==> config.mk <==
export PLATFORM = sky130hd
export DESIGN_NAME = edge_waveform_gen
export DESIGN_NICKNAME = d
export VERILOG_FILES = /design/src/rtl/edge_waveform_gen.sv
export SDC_FILE = /design/constraint.sdc
export NUM_CORES = 1
export LEC_CHECK = 0
export CORE_MARGIN = 2
export CORE_UTILIZATION = 53
export DETAILED_ROUTE_END_ITERATION = 8
export PLACE_DENSITY = 0.8
export SYNTH_ARGS = -nofsm -noshare
export SYNTH_HDL_FRONTEND = slang
export SYNTH_SLANG_ARGS = --single-unit
==> constraint.sdc <==
create_clock -name clk -period 2.85 [get_ports clk]
set_clock_uncertainty 0.05 [all_clocks]
set_input_delay 0.285 -clock clk [delete_from_list [all_inputs] [get_ports clk]]
set_output_delay 0.285 -clock clk [all_outputs]
set_load 0.005 [all_outputs]
==> src/rtl/edge_waveform_gen.sv <==
// Slew-limited edge waveform source: rise/fall command pulses ramp a quantized level code.
// Define WREAL_OUT_EN to add a real-valued a_out port scaled by FULL_SCALE.
module edge_waveform_gen #(
    parameter int  CODE_W     = 8,
    parameter int  LOW_CODE   = 0,
    parameter int  HIGH_CODE  = 200,
    parameter int  STEP       = 50,
    parameter int  CNT_W      = 16
`ifdef WREAL_OUT_EN
    ,
    parameter real FULL_SCALE = 1.0
`endif
) (
    input  logic              clk,
    input  logic              rst,
    input  logic              rise_req,
    input  logic              fall_req,
    output logic [CODE_W-1:0] a_code,
    output logic              busy,
    output logic              rise_done,
    output logic              fall_done,
    output logic              req_err,
    output logic [CNT_W-1:0]  edge_cnt
`ifdef WREAL_OUT_EN
    ,
    output real               a_out
`endif
);

    localparam int SUM_W = CODE_W + 2;
    localparam logic signed [SUM_W-1:0] STEP_S = SUM_W'(STEP);
    localparam logic signed [SUM_W-1:0] HIGH_S = SUM_W'(HIGH_CODE);
    localparam logic signed [SUM_W-1:0] LOW_S  = SUM_W'(LOW_CODE);
    localparam logic [CODE_W-1:0]       HIGH_C = CODE_W'(HIGH_CODE);
    localparam logic [CODE_W-1:0]       LOW_C  = CODE_W'(LOW_CODE);

    typedef enum logic [1:0] {
        S_LOW     = 2'd0,
        S_RISING  = 2'd1,
        S_HIGH    = 2'd2,
        S_FALLING = 2'd3
    } state_t;

    state_t              state_q;
    logic [CODE_W-1:0]   a_code_q;
    logic                busy_q;
    logic                rise_done_q;
    logic                fall_done_q;
    logic                req_err_q;
    logic [CNT_W-1:0]    edge_cnt_q;

    // Candidate next levels, computed with headroom so neither direction can wrap.
    logic signed [SUM_W-1:0] up_d;
    logic signed [SUM_W-1:0] dn_d;
    logic                    up_hit;
    logic                    dn_hit;

    assign up_d   = signed'({2'b00, a_code_q}) + STEP_S;
    assign dn_d   = signed'({2'b00, a_code_q}) - STEP_S;
    assign up_hit = (up_d >= HIGH_S);
    assign dn_hit = (dn_d <= LOW_S);

    always_ff @(posedge clk) begin
        if (rst) begin
            state_q     <= S_LOW;
            a_code_q    <= LOW_C;
            busy_q      <= 1'b0;
            rise_done_q <= 1'b0;
            fall_done_q <= 1'b0;
            req_err_q   <= 1'b0;
            edge_cnt_q  <= '0;
        end else begin
            rise_done_q <= 1'b0;
            fall_done_q <= 1'b0;
            req_err_q   <= 1'b0;
            if (rise_req && fall_req) begin
                // Conflicting command freezes everything, including an active ramp.
                req_err_q <= 1'b1;
            end else begin
                case (state_q)
                    S_LOW: begin
                        if (rise_req) begin
                            state_q <= S_RISING;
                            busy_q  <= 1'b1;
                        end
                    end
                    S_HIGH: begin
                        if (fall_req) begin
                            state_q <= S_FALLING;
                            busy_q  <= 1'b1;
                        end
                    end
                    S_RISING: begin
                        if (fall_req) begin
                            state_q <= S_FALLING;
                        end else if (up_hit) begin
                            a_code_q    <= HIGH_C;
                            state_q     <= S_HIGH;
                            busy_q      <= 1'b0;
                            rise_done_q <= 1'b1;
                            edge_cnt_q  <= edge_cnt_q + 1'b1;
                        end else begin
                            a_code_q <= up_d[CODE_W-1:0];
                        end
                    end
                    S_FALLING: begin
                        if (rise_req) begin
                            state_q <= S_RISING;
                        end else if (dn_hit) begin
                            a_code_q    <= LOW_C;
                            state_q     <= S_LOW;
                            busy_q      <= 1'b0;
                            fall_done_q <= 1'b1;
                            edge_cnt_q  <= edge_cnt_q + 1'b1;
                        end else begin
                            a_code_q <= dn_d[CODE_W-1:0];
                        end
                    end
                    default: begin
                        state_q  <= S_LOW;
                        a_code_q <= LOW_C;
                        busy_q   <= 1'b0;
                    end
                endcase
            end
        end
    end

    assign a_code    = a_code_q;
    assign busy      = busy_q;
    assign rise_done = rise_done_q;
    assign fall_done = fall_done_q;
    assign req_err   = req_err_q;
    assign edge_cnt  = edge_cnt_q;

`ifdef WREAL_OUT_EN
    assign a_out = $itor(int'(a_code_q)) * FULL_SCALE / $itor((2 ** CODE_W) - 1);
`endif

endmodule

==> flow_summary.ini, run 1 <==
[outcome]
status = finished, final reports clean

[drt]
avgViaCountPerCell = 5.916
drtIter0Drc = 166
vias = 1763
drt-total-wl_mm = 4.345
wl_per_cell_um = 14.58
drc_errors = 0
dr.pass1.iters = 4
antenna_left = 0

[timing]
finalHoldWorstSlack_ps = 440.2
finalSetupViolCount = 0
period_share_pct = 91.21
fmax_mhz = 384.7
min_period_ps = 2599
setup_slack_ps = 250.6
relSlewSlack_pct = 51.49
rsz0062_at_grt = no
totalNegativeSetupSlack_ps = 0
hold_viol = 0
drv_slew = 0
worstMarginPinSlew_ps = 720.9

[logic_synthesis]
synth_area_sq_um = 1841
synth-edff-count = 0
synth_warnings = 0
synth.distinct_cells = 48
syn_nets = 238
async_flop_share_pct = 0
yosysMostFrequentCell = a21oi_1
ys_top_cells_by_count = 31 x a21oi_1, 29 x dfxtp_1, 14 x nand2_1
ys_seq_elements = 29
synth_ff_type = dfxtp_1
synth.avg_cell_area_sq_um = 8.144
ys_top_cells_by_area = dfxtp_1 32%, a21oi_1 8.4%, ha_1 5.4%
synth_top_area_share_pct = 31.54
synthCells = 226
yosys.area.top_type = dfxtp_1
ys_seq_area_share_pct = 31.54

[placement]
portBuffers = 30
placement.cell_area_sq_um = 2172
hpwlAfterDp_mm = 2.977
gp_congestion = 0.9048
pre_cts_ws_ps = 182.1

[grt]
grt_max_degree = 34
grt_antenna_before_repair = 0
grt.overflow.total = 0
grt_pass1_wl_mm = 7.845
grt_pass1_vias = 1676
grt_usage_pct = 24.34

[final_layout]
layout.nets = 263
drive_above_1_share_pct = 9.524
area_growth_pct = 21.62
finish.instance_area_sq_um = 2238
diodes = 0
n_fill_cell = 296

[floorplanning]
coreArea_sq_um = 3337
start_util_pct = 55.16
fp.dieH_um = 62.93
dieArea_sq_um = 3960
die_w_um = 62.93
io_pins = 32
rows = 21

[clocking]
cts_sinks = 29
htree_levels = 2
tritoncts = yes
max-clock-path-buffers = 2
post_cts_buffers = 0
cts-buffers-inserted = 5
clk_pin_slew_ps = 100
clk_latency_ps = 340
cts_root_buffer = clkbuf_4

[critical_path]
startpoint_type = flip-flop
worstPathMaxFanout = 33
r2r_cells = 8
path_class = flip-flop to flip-flop
required_ps = 3060
arrival_ps = 2810
setup.worst_path.end_class = flip-flop

[worst_hold_path]
hold_class = flip-flop to flip-flop
hold_depth = 2

[power]
power_density_nw_per_um2 = 580.5
design_power_total_w = 0.001299
peakVddDrop_mv = 0.3693
p_leak_nw = 0.7105

[job]
cap_viol_max_count = 0
==> cell type report <==
cell class	instances	area (sq um)	area share (%)
multi-input combinational	170	1146	51.20
sequential	29	581.8	25.99
timing repair buffer	35	350.3	15.65
tap	46	57.56	2.571
clock buffer	6	51.30	2.292
inverter	10	37.54	1.677
clock inverter	2	13.76	0.6149
==> metal layers <==
layer	up-vias	share of wire (%)	global-route usage (%)
li1	904	-	-
met1	819	51	34.23
met2	33	45	36.44
met3	7	3.2	5.045
met4	0	1.4	9.167
met5	-	0	0
==> path summary, 6_finish.rpt <==
check / from / to / slack, ps
max reg2reg: a_code[2]$_SDFFE_PP0P_ / edge_cnt[14]$_SDFFE_PP0P_ / 250
max: a_code[2]$_SDFFE_PP0P_ / edge_cnt[14]$_SDFFE_PP0P_ / 250
min reg2reg: edge_cnt[15]$_SDFFE_PP0P_ / edge_cnt[15]$_SDFFE_PP0P_ / 440
min: edge_cnt[15]$_SDFFE_PP0P_ / edge_cnt[15]$_SDFFE_PP0P_ / 440
==> state kept, by name, indices dropped and copies added, names as in the netlist <==
name,count
edge_cnt,16
a_code,7
state_q,2
busy,1
fall_done,1
req_err,1
rise_done,1
==> critical path, stage by stage, from the launching register on <==
cell,delay [ps]
dfxtp_1,510
inv_1,100
ha_1,340
nand4bb_1,200
o221ai_4,320
o41ai_4,160
buf_12,190
or4_1,500
a21oi_1,150
==> cells by family after synthesis <==
group | Yosys count | share of synthesized area, %
and+or+nand+nor | 81 | 25.63
AOI/OAI and AO/OA | 77 | 28.96
DFF | 29 | 31.54
buffers and inverters | 27 | 6.799
adders and majority gates | 8 | 5.439
xor gates and xnor gates | 3 | 1.428
other | 1 | 0.2037
==> through the flow <==
stage / instances / util, %
final: 298 / 67.08
after global routing: 298 / 67.08
after detailed placement: 290 / 65.09
after global placement: 290 / 65.09
after CTS: 298 / 67.04
after floorplan: 226 / -
==> cells in the final DEF (no fill, tap or decap), drive strengths merged, types with 2 or more instances in the layout <==
cell | netlist | final
a21oi | 31 | 31
clkdlybuf4s50 | 0 | 30
dfxtp | 29 | 29
nand2 | 14 | 14
o31ai | 12 | 12
or4 | 11 | 11
o21ai | 11 | 11
inv | 10 | 10
nor2 | 9 | 9
ha | 8 | 8
nand3 | 7 | 7
nand2b | 6 | 6
or3 | 6 | 6
clkbuf | 10 | 6
nand4 | 5 | 5
nor3 | 5 | 5
buf | 7 | 5
a31oi | 4 | 4
nor4 | 3 | 3
and3 | 3 | 3
a211oi | 3 | 3
or2 | 2 | 2
a22o | 2 | 2
nor2b | 2 | 2
nand4b | 2 | 2
xnor2 | 2 | 2
nor3b | 2 | 2
o41ai | 2 | 2
clkinv | 0 | 2
==> report_power, final <==
part | internal, W | switching, W | leakage, nW
clock network | 0.000120 | 0.000161 | 0.0382
registers | 0.000445 | 0.0000687 | 0.235
logic | 0.000230 | 0.000274 | 0.437
==> repair_timing <==
action / in CTS / in global routing
endpoints found under the setup margin: 0 / 8
hold buffers: 0 / 0
gates resized for setup: 0 / 1
No activity file was read; power rests on OpenSTA's default activity.
==> run 2, diff against run 1 <==
Settings changed: ABC_AREA set to 1, CORE_UTILIZATION 53 to 55, PLACE_DENSITY 0.8 to 0.81.
==> flow_summary.ini, run 2 <==
[logic_synthesis]
synth-edff-count = 0
yosys.area.top_type = dfxtp_1
syn_nets = 318
synth_warnings = 0
synthCells = 306
async_flop_share_pct = 0
ys_seq_area_share_pct = 26.68
ys_top_cells_by_area = dfxtp_1 27%, nand2_1 11%, inv_1 6.6%
synth_top_area_share_pct = 26.68
synth.avg_cell_area_sq_um = 7.111
yosysMostFrequentCell = nand2_1
ys_seq_elements = 29
synth_area_sq_um = 2176
ys_top_cells_by_count = 64 x nand2_1, 38 x inv_1, 29 x dfxtp_1
synth_ff_type = dfxtp_1
synth.distinct_cells = 36

[floorplanning]
coreArea_sq_um = 3744
dieArea_sq_um = 4475
die_w_um = 66.90
start_util_pct = 58.12
rows = 22
fp.dieH_um = 66.90
io_pins = 32

[critical_path]
worstPathMaxFanout = 22
startpoint_type = flip-flop
arrival_ps = 2420
crit_path_top_delay_cell = dfxtp_1
critical_path.max_stage_delay_ps = 420
setup.worst_path.end_class = flip-flop
path_cells = inv_1 > ha_1 > nand2_4 > nand2_1 > nor2_1 > nand2_1 > nor2_4 > nand3_4 > nand3_4 > nand3_4 > nand2_1 > a21oi_1
path_class = flip-flop to flip-flop
required_ps = 2970

[timing]
setup_slack_ps = 542.9
period_share_pct = 80.95
hold_viol = 0
fmax_mhz = 433.4
worstMarginPinSlew_ps = 539.3
rsz0062_at_grt = no
finalSetupViolCount = 0
totalNegativeSetupSlack_ps = 0
min_period_ps = 2307
relSlewSlack_pct = 64.05
drv_slew = 0

[placement]
pre_cts_ws_ps = 554.5
hpwlAfterDp_mm = 3.509
portBuffers = 30
dp_cells = 376
gp_congestion = 0.8885

[grt]
grt_max_degree = 23
grt.overflow.total = 0
grt_pass1_vias = 1734
grt_antenna_before_repair = 0
grt_pass1_wl_mm = 8.010
grt_usage_pct = 23.93

[final_layout]
largest_reg_flops = 16
layout.nets = 347
diodes = 0
area_growth_pct = 17.14
stdcell_count = 384
final_cell_mix = 64 x nand2_1, 38 x inv_1, 30 x clkdlybuf4s50_1, 29 x dfxtp_1, 23 x nand3_1
drive_above_1_share_pct = 17.26
final_common_cell = nand2_1

[clocking]
post_cts_buffers = 0
clk_latency_ps = 290
cts_sinks = 29
htree_levels = 2
max-clock-path-buffers = 2
cts_root_buffer = clkbuf_8
clk_pin_slew_ps = 60
tritoncts = yes
cts-buffers-inserted = 5
cts_resized = 0
cts_hold_buf = 0

[drt]
drt-total-wl_mm = 4.718
drtIter0Drc = 129
avgViaCountPerCell = 5.268
drc_errors = 0
dr.pass1.iters = 4
antenna_left = 0
vias = 2023
wl_per_cell_um = 12.29

[power]
p_int_w = 0.001110
peakVddDrop_mv = 0.4142
power_density_nw_per_um2 = 844.5
p_leak_nw = 1.003
p_switching_w = 0.001043
swShare_pct = 48.45
clock_power_share_pct = 15.1
share_comb_of_total_power_pct = 56.6
design_power_total_w = 0.002152
pwr-share-seq_pct = 28.3

[job]
cap_viol_max_count = 0

[outcome]
status = finished, final reports clean

[worst_hold_path]
hold_class = flip-flop to flip-flop
run 2: cell families after synthesis:
group	synth area share, %
buf+inv	11.50
compound gates	10.70
simple gates	39.85
fa+ha+maj	4.601
xor+xnor	6.498
other cells	0.1723
flops	26.68
run 2: area by class of cell:
type / count / area [sq um]
repair buffers: 32 / 315.3
flip-flops and latches: 29 / 580.6
fillers: 339 / 1195
clock buffers: 8 / 80.08
well taps: 48 / 60.06
multi-input cells: 223 / 1345
inverters: 44 / 167.7
run 2: final timing paths:
| kind | slack (ps) | start | endpoint | cells past startpoint |
|---|---|---|---|---|
| worst max-delay path | 540 | a_code[1]$_SDFFE_PP0P_ | edge_cnt[8]$_SDFFE_PP0P_ | 12 |
| worst min-delay path | 450 | edge_cnt[1]$_SDFFE_PP0P_ | edge_cnt[1]$_SDFFE_PP0P_ | 2 |
| worst max register to register | 540 | a_code[1]$_SDFFE_PP0P_ | edge_cnt[8]$_SDFFE_PP0P_ | 12 |
| worst min register to register | 450 | edge_cnt[1]$_SDFFE_PP0P_ | edge_cnt[1]$_SDFFE_PP0P_ | 2 |
run 2: metrics by stage:
stage | instance area, sq um | hold slack, ps | utilization (%)
floorplan | 2176 | 364.8 | -
global placement | 2469 | 434.1 | 65.94
detailed placement | 2469 | 443.0 | 65.94
CTS | 2549 | 452.1 | 68.08
global route | 2549 | 480.1 | 68.08
finish | 2549 | 451.5 | 68.08
run 2: critical path: cells and delay by family, from the launching register on:
kind,cells,cell delay [ps]
buffers and inverters,1,160
and+or+nand+nor,9,1200
AOI/OAI and AO/OA,1,80
DFF,1,420
adders and majority gates,1,280
run 2: power groups by stage:
stage / logic [W] / registers (W) / clock network (W)
after floorplan: 0.000986 / 0.000582 / 0
after global placement: 0.00119 / 0.000615 / 0
after detailed placement: 0.00121 / 0.000618 / 0
after CTS: 0.00121 / 0.000609 / 0.000329
after global routing: 0.00135 / 0.000622 / 0.000353
final: 0.00122 / 0.000609 / 0.000325
run 2: routing by layer:
metal  track usage (%)  wire length, um  vias up
li1                  -                -     1050
met1             29.72             2120      907
met2             39.25             2269       52
met3             3.547              188       14
met4             13.52              140        0
met5                 0                0        -
==> run 3, diff against run 2 <==
Settings changed: CORE_UTILIZATION 55 to 49, PLACE_DENSITY 0.81 to 0.76.
Clock period 2.85 ns to 2 ns, I/O delays scaled along.
==> flow_summary.ini, run 3 (same netlist as run 2, synthesis figures left out) <==
[outcome]
status = finished, final reports clean

[worst_hold_path]
hold_class = flip-flop to flip-flop

[placement]
portBuffers = 30
dp_cells = 388
gp_congestion = 0.8658
hpwlAfterDp_mm = 3.641
placement.cell_area_sq_um = 2559

[job]
cap_viol_max_count = 0

[floorplanning]
rows = 24
coreArea_sq_um = 4324
fp.dieH_um = 70.64
dieArea_sq_um = 4989
start_util_pct = 50.32
die_w_um = 70.64
io_pins = 32

[clocking]
cts_sinks = 29
clk_pin_slew_ps = 60
tritoncts = yes
clk_latency_ps = 280
cts-buffers-inserted = 5
max-clock-path-buffers = 2
htree_levels = 2
cts_root_buffer = clkbuf_8

[final_layout]
diodes = 0
final_core_util_pct = 62.79
finish.instance_area_sq_um = 2715
layout.nets = 359
drive_above_1_share_pct = 22.13
final_common_cell = nand2_1
largest_reg_flops = 16
area_growth_pct = 24.78
final_cell_mix = 64 x nand2_1, 35 x inv_1, 30 x clkdlybuf4s50_1, 27 x dfxtp_1, 23 x nand3_1
stdcell_count = 400

[timing]
fmax_mhz = 525.2
drv_slew = 0
totalNegativeSetupSlack_ps = 0
hold_viol = 0
min_period_ps = 1904
finalHoldWorstSlack_ps = 442.3
period_share_pct = 95.20
finalSetupViolCount = 0

[critical_path]
arrival_ps = 2070
critical_path.max_stage_delay_ps = 360
setup.worst_path.end_class = flip-flop
crit_family = simple AND/OR/NAND/NOR gates
required_ps = 2160
crit_buf_inv = 2
crit_path_top_delay_cell = dfxtp_2
path_cells = inv_1 > ha_2 > nand2_1 > nor2_1 > nand2_1 > nor2_4 > nand3_4 > nand3_4 > clkbuf_16 > nand4_1 > a21oi_2
startpoint_type = flip-flop
worstPathMaxFanout = 9
path_class = flip-flop to flip-flop

[power]
p_leak_nw = 1.079
power_density_nw_per_um2 = 1226
peakVddDrop_mv = 0.4492

[drt]
wl_per_cell_um = 12.67
dr.pass1.iters = 4
antenna_left = 0
drtIter0Drc = 97
vias = 2072
drt-total-wl_mm = 5.069
drc_errors = 0
avgViaCountPerCell = 5.180

[grt]
grt_pass1_wl_mm = 8.438
grt_pass1_vias = 1931
grt_antenna_before_repair = 0
grt_max_degree = 19
grt_usage_pct = 20.62
grt.overflow.total = 0
## run 3: cell count changes in the layout (fill, tap and decap cells not counted), moves of 2 or more
cell,delta
buf_4,+7
inv_1,-3
inv_2,+3
buf_12,+2
dfxtp_1,-2
dfxtp_2,+2
ha_1,-2
ha_2,+2
## run 3: through the flow
stage / worst slack, ps / power [W]
5_1_grt: -20.10 / 0.003640
3_5_place_dp: 38.71 / 0.002745
6_report: 95.91 / 0.003329
2_1_floorplan: 96.22 / 0.002235
4_1_cts: 24.45 / 0.003213
3_3_place_gp: 103.4 / 0.002708
## run 3: repair_timing
action                                  4_1_cts  5_1_grt
gates resized for setup                       0       10
buffers inserted                              0        2
hold buffers                                  0        0
hold endpoints to repair                      0        0
endpoints found under the setup margin        0       24
## run 3: layer usage
layer  vias to the layer above  routed length, um  GRT usage, %
li1                       1074                  -             -
met1                       946               2270         26.69
met2                        46               2515         34.28
met3                         6                220         4.274
met4                         0                 63         7.128
met5                         -                  0             0
## run 3: final cells by class
cell class / instances / area (sq um)
fillers: 390 / 1609
inverters: 44 / 167.7
flip-flops and latches: 29 / 583.1
well taps: 52 / 65.06
multi-input cells: 224 / 1375
repair buffers: 43 / 444.2
clock buffers: 8 / 80.08
## run 3: worst register-to-register path: stages, from the launching register on
cell and delay [ps]:
dfxtp_2 360, inv_1 60, ha_2 320, nand2_1 50, nor2_1 90, nand2_1 90
nor2_4 110, nand3_4 90, nand3_4 180, clkbuf_16 190, nand4_1 100, a21oi_2 150
## run 3: path summary, 6_finish.rpt
| check | from | depth (start not counted) | end | slack [ps] |
|---|---|---|---|---|
| worst min-delay path | edge_cnt[15]$_SDFFE_PP0P_ | 2 | edge_cnt[15]$_SDFFE_PP0P_ | 440 |
| worst max-delay path | a_code[1]$_SDFFE_PP0P_ | 11 | edge_cnt[12]$_SDFFE_PP0P_ | 100 |
| worst min register to register | edge_cnt[15]$_SDFFE_PP0P_ | 2 | edge_cnt[15]$_SDFFE_PP0P_ | 440 |
| worst max register to register | a_code[1]$_SDFFE_PP0P_ | 11 | edge_cnt[12]$_SDFFE_PP0P_ | 100 |
## run 3: where the power goes
| part | switching, W | internal, W | total, W |
|---|---|---|---|
| Sequential | 0.000156 | 0.000692 | 0.000848 |
| Combinational | 0.00119 | 0.000826 | 0.00202 |
| Clock | 0.000216 | 0.000247 | 0.000462 |
| Total | 0.00156 | 0.00176 | 0.00333 |
